**config.mk**
```make
export PLATFORM = sky130hd
export DESIGN_NAME = max_unpool_2x2
export DESIGN_NICKNAME = d
export VERILOG_FILES = /design/src/rtl/maxpool_pkg.sv /design/src/rtl/unpool_row_buf.sv /design/src/rtl/max_unpool_2x2.sv
export SDC_FILE = /design/constraint.sdc
export NUM_CORES = 1
export LEC_CHECK = 0
export BUFFER_PORTS_ARGS = -buffer_cell sky130_fd_sc_hd__buf_2
export CAP_MARGIN = 20
export CORE_MARGIN = 1
export CORE_UTILIZATION = 37
export CTS_CLUSTER_DIAMETER = 120
export DETAILED_ROUTE_END_ITERATION = 12
export PLACE_DENSITY = 0.66
export SYNTH_ARGS = -nofsm -noshare
export SYNTH_HDL_FRONTEND = slang
export SYNTH_SLANG_ARGS = --single-unit
```
**constraint.sdc**
```tcl
create_clock -name clk -period 1.88 [get_ports clk]
set_input_delay 0.094 -clock clk [delete_from_list [all_inputs] [get_ports clk]]
set_output_delay 0.094 -clock clk [all_outputs]
set_load 0.01 [all_outputs]
```
**src/rtl/maxpool_pkg.sv**
```systemverilog
// Shared definitions for the max-pool / max-unpool pair.
package maxpool_pkg;

    localparam int unsigned DATA_W_DEF = 32;

    // IEEE-754 single-precision +0.0 fill value
    localparam logic [31:0] FP_POS_ZERO = 32'h0000_0000;

    // Argmax position encodings inside a 2x2 window, shared with the pooling stage
    localparam logic [1:0] IDX_TL = 2'd0;
    localparam logic [1:0] IDX_TR = 2'd1;
    localparam logic [1:0] IDX_BL = 2'd2;
    localparam logic [1:0] IDX_BR = 2'd3;

    typedef enum logic [1:0] {
        LOAD     = 2'd0,
        EMIT_TOP = 2'd1,
        EMIT_BOT = 2'd2
    } unpool_state_e;

    // Window slot addressed by output row half (bottom) and column parity (right)
    function automatic logic [1:0] slot_idx(input logic bottom, input logic right);
        return {bottom, right};
    endfunction

    // Counter width helper: ceil(log2(v)) with a 1-bit floor
    function automatic int unsigned clog2_min1(input int unsigned v);
        return (v <= 1) ? 1 : $clog2(v);
    endfunction

endpackage

```
**src/rtl/unpool_row_buf.sv**
```systemverilog
// One pooled row of {idx, data} entries: synchronous write, combinational read.
module unpool_row_buf
    import maxpool_pkg::*;
#(
    parameter int unsigned DEPTH = 4,
    parameter int unsigned WIDTH = 34,
    parameter int unsigned AW    = 2
) (
    input  logic             clk_i,
    input  logic             we_i,
    input  logic [AW-1:0]    waddr_i,
    input  logic [WIDTH-1:0] wdata_i,
    input  logic [AW-1:0]    raddr_i,
    output logic [WIDTH-1:0] rdata_o
);

    logic [WIDTH-1:0] mem_q [DEPTH];

    // Write port: contents are intentionally left untouched by reset
    always_ff @(posedge clk_i) begin
        if (we_i) begin
            mem_q[waddr_i] <= wdata_i;
        end
    end

    // Read port: address is always < DEPTH by construction of the counters
    always_comb begin
        rdata_o = mem_q[raddr_i];
    end

endmodule

```
**src/rtl/max_unpool_2x2.sv**
```systemverilog
// 2x2 max-unpool: buffers one pooled row, then replays it as two upsampled rows.
module max_unpool_2x2
    import maxpool_pkg::*;
#(
    parameter int unsigned DATA_W = DATA_W_DEF,
    parameter int unsigned POOL_W = 4,
    parameter int unsigned POOL_H = 4
) (
    input  logic              clk,
    input  logic              enable,
    input  logic              valid_in,
    input  logic [DATA_W-1:0] in_data,
    input  logic [1:0]        in_idx,
    output logic              ready_in,
    output logic              valid_out,
    output logic [DATA_W-1:0] out_data,
    input  logic              out_ready,
    output logic              frame_done
);

    localparam int unsigned COL_W  = clog2_min1(POOL_W);
    localparam int unsigned OCOL_W = clog2_min1(2 * POOL_W);
    localparam int unsigned ROW_W  = clog2_min1(POOL_H);

    localparam logic [COL_W-1:0]  COL_LAST  = COL_W'(POOL_W - 1);
    localparam logic [OCOL_W-1:0] OCOL_LAST = OCOL_W'(2 * POOL_W - 1);
    localparam logic [ROW_W-1:0]  ROW_LAST  = ROW_W'(POOL_H - 1);

    unpool_state_e     state_q, state_d;
    logic [COL_W-1:0]  col_q, col_d;
    logic [OCOL_W-1:0] ocol_q, ocol_d;
    logic [ROW_W-1:0]  row_q, row_d;
    logic              frame_done_q, frame_done_d;

    logic                in_xfer;
    logic                out_xfer;
    logic [COL_W-1:0]    rd_addr;
    logic [DATA_W+1:0]   rd_entry;

    // Handshake outputs depend only on registered state and the reset input
    always_comb begin
        ready_in  = enable && (state_q == LOAD);
        valid_out = enable && (state_q != LOAD);
        in_xfer   = valid_in && ready_in;
        out_xfer  = valid_out && out_ready;
    end

    assign rd_addr = COL_W'(ocol_q >> 1);

    unpool_row_buf #(
        .DEPTH (POOL_W),
        .WIDTH (DATA_W + 2),
        .AW    (COL_W)
    ) u_row_buf (
        .clk_i   (clk),
        .we_i    (in_xfer),
        .waddr_i (col_q),
        .wdata_i ({in_idx, in_data}),
        .raddr_i (rd_addr),
        .rdata_o (rd_entry)
    );

    // Element goes to its argmax slot; the other three slots carry +0.0
    always_comb begin
        if (rd_entry[DATA_W +: 2] == slot_idx(state_q == EMIT_BOT, ocol_q[0])) begin
            out_data = rd_entry[DATA_W-1:0];
        end else begin
            out_data = DATA_W'(FP_POS_ZERO);
        end
    end

    // Next-state logic for the load / emit-top / emit-bottom sequence
    always_comb begin
        state_d      = state_q;
        col_d        = col_q;
        ocol_d       = ocol_q;
        row_d        = row_q;
        frame_done_d = 1'b0;
        unique case (state_q)
            LOAD: begin
                if (in_xfer) begin
                    if (col_q == COL_LAST) begin
                        col_d   = '0;
                        state_d = EMIT_TOP;
                    end else begin
                        col_d = col_q + COL_W'(1);
                    end
                end
            end
            EMIT_TOP: begin
                if (out_xfer) begin
                    if (ocol_q == OCOL_LAST) begin
                        ocol_d  = '0;
                        state_d = EMIT_BOT;
                    end else begin
                        ocol_d = ocol_q + OCOL_W'(1);
                    end
                end
            end
            EMIT_BOT: begin
                if (out_xfer) begin
                    if (ocol_q == OCOL_LAST) begin
                        ocol_d  = '0;
                        state_d = LOAD;
                        if (row_q == ROW_LAST) begin
                            row_d        = '0;
                            frame_done_d = 1'b1;
                        end else begin
                            row_d = row_q + ROW_W'(1);
                        end
                    end else begin
                        ocol_d = ocol_q + OCOL_W'(1);
                    end
                end
            end
            default: begin
                state_d = LOAD;
            end
        endcase
    end

    // State and counter registers with synchronous active-low reset
    always_ff @(posedge clk) begin
        if (!enable) begin
            state_q      <= LOAD;
            col_q        <= '0;
            ocol_q       <= '0;
            row_q        <= '0;
            frame_done_q <= 1'b0;
        end else begin
            state_q      <= state_d;
            col_q        <= col_d;
            ocol_q       <= ocol_d;
            row_q        <= row_d;
            frame_done_q <= frame_done_d;
        end
    end

    assign frame_done = frame_done_q;

endmodule

```
Word level (Yosys, flattened, before mapping)
Memory sizes are Yosys's and may differ from the RTL's. A register that Yosys moved wholly into a read port is not among the register bits.
Index checks and enable logic that the tools add are counted.
{ "word_totals": {"output_inout_bits": 35, "memories": 1, "regBits": 10, "in_bits": 38, "mem_bits_rw": 136, "wordCells": 49} }
{ "memory_table": {"columns": ["name", "depth", "word_bits", "rd", "rd_clocked_by_memory_dff", "wr", "line_no", "text"], "rows": [
  ["u_row_buf.mem_q", 4, 34, 1, 1, 1, "unpool_row_buf.sv:17", "logic [WIDTH-1:0] mem_q [DEPTH];"]
]} }
{ "op_classes": {"n_reduce_logical": 12, "n_eq_ne": 12, "muxes": 16, "n_addsub": 3} }
{ "ops": {"columns": ["operator", "n"], "rows": [
  ["$mux 32", 1],
  ["$mux 2", 10],
  ["$ne 2x2->1 const B", 4],
  ["$eq 2x2->1 const B", 3],
  ["$pmux 2 s3", 1],
  ["$reduce_and 6->1", 1],
  ["$add 2x1->2 const B", 2],
  ["$logic_and 1x1->1", 4],
  ["$ne 2x1->1 const B", 2],
  ["$reduce_and 2->1", 2],
  ["$reduce_and 4->1", 1],
  ["$add 3x1->3 const B", 1],
  ["$eq 3x3->1 const B", 1],
  ["$mux 1", 3],
  ["$mux 3", 1],
  ["$reduce_and 3->1", 1],
  ["$eq 2x1->1 const B", 1],
  ["$eq 2x2->1", 1],
  ["$logic_not 2->1", 1],
  ["$reduce_bool 2->1", 1],
  ["$reduce_or 2->1", 1]
]} }

Depth between registers and ports, before layout
{ "depth": {"depth_word": 6, "ltp_mapped": 7, "mapped_depth_nobuf": 6} }

Hierarchy
Synthesis repeated with hierarchy kept, for this count alone.
{ "unflattened": {"hier_cells": 280, "area_unflattened_um2": 5785.5} }
{ "modules_own_cells": {"columns": ["module", "area_per_inst_um2", "n_inst", "cells_each", "seq_area_each_um2"], "rows": [
  ["unpool_row_buf", 4986.0, 1, 182, 4083.9],
  ["max_unpool_2x2", 799.5, 1, 98, 200.2]
]} }

Worst setup path after synthesis
Ideal clock, no wire load.
{ "synth_path": {"path_kind": "reg-to-reg", "start": "reg state_q[0]", "end": "mem u_row_buf.mem_q[0][0] (enable)", "setup_ns": 0.394, "t_required_ns": 1.486, "synth_period_minus_slack_ns": 2.019, "arrival_time_ns": 1.625, "n_path_buf": 0, "slack_ns": -0.139, "path_stages_with_launch": 5, "cell_sequence": "dfxtp_1 > inv_1 > ha_1 > and3_1 > and2_1"} }
{ "synth_between": {"elab_chain_len": 5} }
{ "synth_rtl": {"columns": ["item", "line_no", "text"], "rows": [
  ["from (decl)", "max_unpool_2x2.sv:29", "unpool_state_e state_q, state_d;"],
  ["from (signal assigned)", "max_unpool_2x2.sv:131", "state_q <= state_d;"],
  ["$logic_not 2->1", "max_unpool_2x2.sv:42", "ready_in = enable && (state_q == LOAD);"],
  ["$logic_and 1x1->1", "max_unpool_2x2.sv:42", null],
  ["$logic_and 1x1->1", "max_unpool_2x2.sv:44", "in_xfer = valid_in && ready_in;"],
  ["$mux 1", "unpool_row_buf.sv:21", "if (we_i) begin"],
  ["$mux 1 (not written as such)", "unpool_row_buf.sv:22", "mem_q[waddr_i] <= wdata_i;"],
  ["to (decl)", "unpool_row_buf.sv:17", null]
]} }
Every way passes these cells.

==> flow_metrics.tcl <==
set metrics [dict create \
    numPortBuffers 72 \
    via_per_inst 4.775 \
    fp.dieH_um 128.6 \
    drv_cap 0 \
    synth_fa_ha_area_share_pct 2.323 \
    timing.fmax_ghz 0.4566 \
    drtAntennaViolNets 0 \
    p_per_area_nw_per_um2 968.9 \
    antenna_found_initial 0 \
    num_rows 45 \
    internal_power_mw 6.136 \
    wire_per_inst_um 16.64 \
    cpMaxStageDelayCell "or3_4" \
    synth_compound_area_share_pct 7.200 \
    critPathLaunchType "flip-flop" \
    slew_headroom_pct 68.10 \
    syn_nets 373 \
    drtIter0Drc 134 \
    yosysSeqAreaShare_pct 72.97 \
    seqPwrFrac_pct 48.7 \
    reg2reg_from "state_q[0]" \
    fillCellCount 1295 \
    cp_num_buf_inv 3 \
    cts_buffers 17 \
    min_path_cells 3 \
    synth-seq-cells 148 \
    cp_data_arrival_time_ns 2.10 \
    track_usage_pct 15.02 \
    drc_errors 0 \
    synth_area_leader_cell "edfxtp_1" \
    synthXorXnorAreaFrac_pct 0.5912 \
    worstHoldStart "enable" \
    yosysTopAreaCellShare_pct 68.92 \
    syn_inst 324 \
    die_x_um 128.6 \
    start_util_pct 38.41 \
    r2r-end "state_q[0]" \
    setup-violations-final 32 \
    fin_util_pct 51.68 \
    yosys.area_share.simple_pct 2.893 \
    clock_sink_count 148 \
    overflow 0 \
    irDropWorstVdd_mv 0.5555 \
    finalWirelength_um 11470 \
    violations "setup timing" \
    holdPathEnd "state_q[0]" \
    clockBufferDepth 2 \
    synthToLayoutAreaGrowth_pct 34.54 \
    avgSynthCellArea_um2 18.29 \
    rsz0062_at_grt "yes" \
    path_class "reg2out" \
    synth_top_family_by_area "multiplexers" \
    path_cells "buf_6 -> mux2i_2 -> xnor2_1 -> or3_4 -> buf_12 -> o22ai_2 -> buf_2" \
    syn_area_um2 5926 \
    via_count 3290 \
    fin_crit_ns 2.190 \
    fin_ws_ns -0.3101 \
    synth-edff-count 136 \
    pwr-share-comb_pct 6.4 \
    die_area_um2 16530 \
    hp-class "in2reg" \
    finalCritPeriodShare_pct 116.5 \
    sw_frac_of_total_pct 20.56 \
    hold-worst-slack_ns 0.03025 \
    cts_tree "built" \
    reg2regPathDepth 7 \
    grt_max_degree 29 \
    status "finished, violations left" \
    grt_pass1_vias 3510 \
    yosys_warnings 0 \
    p_leak_nw 2.787 \
    clkPwrFrac_pct 44.8 \
    path_delay_family "buffers and inverters" \
    ios 73 \
    hold_viol_final 0 \
    slew_violations 0 \
    clk_pin_slew_ns 0.06 \
    drive_gt1_share_pct 38.49 \
    r2r_setup_slack_ns 0.07 \
    ys_types 31 \
    clockRootBuffer "clkbuf_16" \
    core-area_um2 15430 \
    async_flop_share_pct 0 \
    tightest_slew_ns 0.4784 \
    crit_fanout 17 \
    synthMuxAreaShare_pct 11.99 \
    finalPower_mw 7.724 \
    synth_ff_type "edfxtp_1" \
    grt_pass1_wl_um 17890 \
    synthTopCellsByArea "edfxtp_1 (69%), mux2i_1 (12%), o22ai_2 (6.3%)" \
    diodes 0 \
    nets 514 \
    htree_levels 4 \
    dp_hpwl_um 6939 \
    gp_congestion 0.7226 \
    finalClockSkew_ns 0.02471 \
    crit_required_ns 1.79 \
    power.switching_mw 1.589 \
    detail_route.first_pass.iterations 4 \
    max_stage_delay_ns 0.42 \
    end_kind "primary output" \
    clock_latency_ns 0.43 \
]
synthesized netlist by cell type, types with 2 or more instances:
master    instances
or3_1             2
ha_1             11
xor2_1            2
xnor2_1           2
dfxtp_1          12
nand3_1           4
o22ai_1           2
nor2b_1           6
mux2i_1          71
inv_1             5
nand2_1           7
clkbuf_1          4
buf_2             6
and2_1            5
o22ai_2          30
buf_6             4
o21ai_0           2
edfxtp_1        136
kinds of logic after synthesis:
logic type                 after synthesis
adders and majority gates               11
xor gates and xnor gates                 4
buffers and inverters                   21
DFF                                    148
and+or+nand+nor                         31
muxes                                   71
AOI/OAI and AO/OA                       38
power groups by stage:
stage / clock network (mW) / logic [mW] / registers, mW
6_report: 3.46 / 0.498 / 3.77
5_1_grt: 3.67 / 0.544 / 3.77
4_1_cts: 3.55 / 0.496 / 3.76
3_5_place_dp: 0 / 0.424 / 3.83
3_3_place_gp: 0 / 0.411 / 3.82
2_1_floorplan: 0 / 0.222 / 3.83
metrics by stage:
step                      instances  TNS [ns]  worst slack, ns  area (µm²)
after global placement          611         0          0.03122        6676
final                           689    -8.660          -0.3101        7973
after CTS                       689    -9.179          -0.3334        7905
after detailed placement        611         0         0.004534        6676
after global routing            689    -12.02          -0.4223        7973
after floorplan                 324         0           0.2165        5931
sequential cells by signal, summed over array words and instances (netlist names), named ones only:
signal and cells:
row_q 2, state_q 2, col_q 2, frame_done 1, u_row_buf.mem_q 136, ocol_q 3
tightest hold or removal path, delay by kind of cell:
kind	cells	cell delay (ns)
AOI/OAI and AO/OA	1	0.06
buffers and inverters	1	0.17
and+or+nand+nor	1	0.08
cells in the final DEF (no fill, tap or decap), drive strengths merged:
| cell | instances |
|---|---|
| nor2 | 1 |
| nor3 | 1 |
| mux2i | 71 |
| o21ai | 2 |
| inv | 9 |
| clkinv | 6 |
| a21oi | 1 |
| xnor2 | 2 |
| nor2b | 6 |
| nand3 | 4 |
| nand4 | 1 |
| edfxtp | 136 |
| dfxtp | 12 |
| dlygate4sd3 | 34 |
| nand3b | 1 |
| nand4b | 1 |
| o31ai | 1 |
| a21boi | 1 |
| or3 | 2 |
| a221oi | 1 |
| and3 | 1 |
| nand2 | 7 |
| ha | 11 |
| o22ai | 32 |
| bufinv | 3 |
| buf | 104 |
| xor2 | 2 |
| and2 | 5 |
| or2 | 1 |
| clkbuf | 19 |
cell type report:
cell class	count	area (µm²)	area share, %
flip-flops and latches	148	4329	54.30
multi-input cells	155	1569	19.68
repair buffers	138	1169	14.66
clock buffers	19	452.9	5.681
well taps	211	264.0	3.311
clock inverters	13	170.2	2.134
inverters	5	18.77	0.2354
worst max path at each step:
stage / start / to / slack (ns) / depth (start not counted)
after floorplan: state_q[0] / u_row_buf.mem_q[3][0] / 0.22 / 4
after global placement: flip-flop / out_data[24] / 0.03 / 6
after detailed placement: state_q[0] / out_data[24] / 0.005 / 7
after CTS: flip-flop / out_data[24] / -0.33 / 7
after global routing: flip-flop / out_data[18] / -0.42 / 7
final: flip-flop / out_data[0] / -0.31 / 7
routing by layer:
metal | up-vias | track usage, % | wire length, µm
met5 | - | 0 | 0
li1 | 1560 | - | -
met1 | 1655 | 17.06 | 4860
met3 | 13 | 4.449 | 387
met4 | 0 | 5.882 | 137
met2 | 62 | 26.58 | 6079
repair_timing:
| action | CTS | global route |
|---|---|---|
| setup buffers | 9 | 0 |
| pin swaps | 17 | 1 |
| hold buffers | 34 | 0 |
| resized for setup | 26 | 11 |
| setup endpoints to repair | 32 | 32 |
| endpoints found under the hold margin | 136 | 0 |
| gates cloned | 3 | 0 |
No activity file was read; power rests on OpenSTA's default activity.
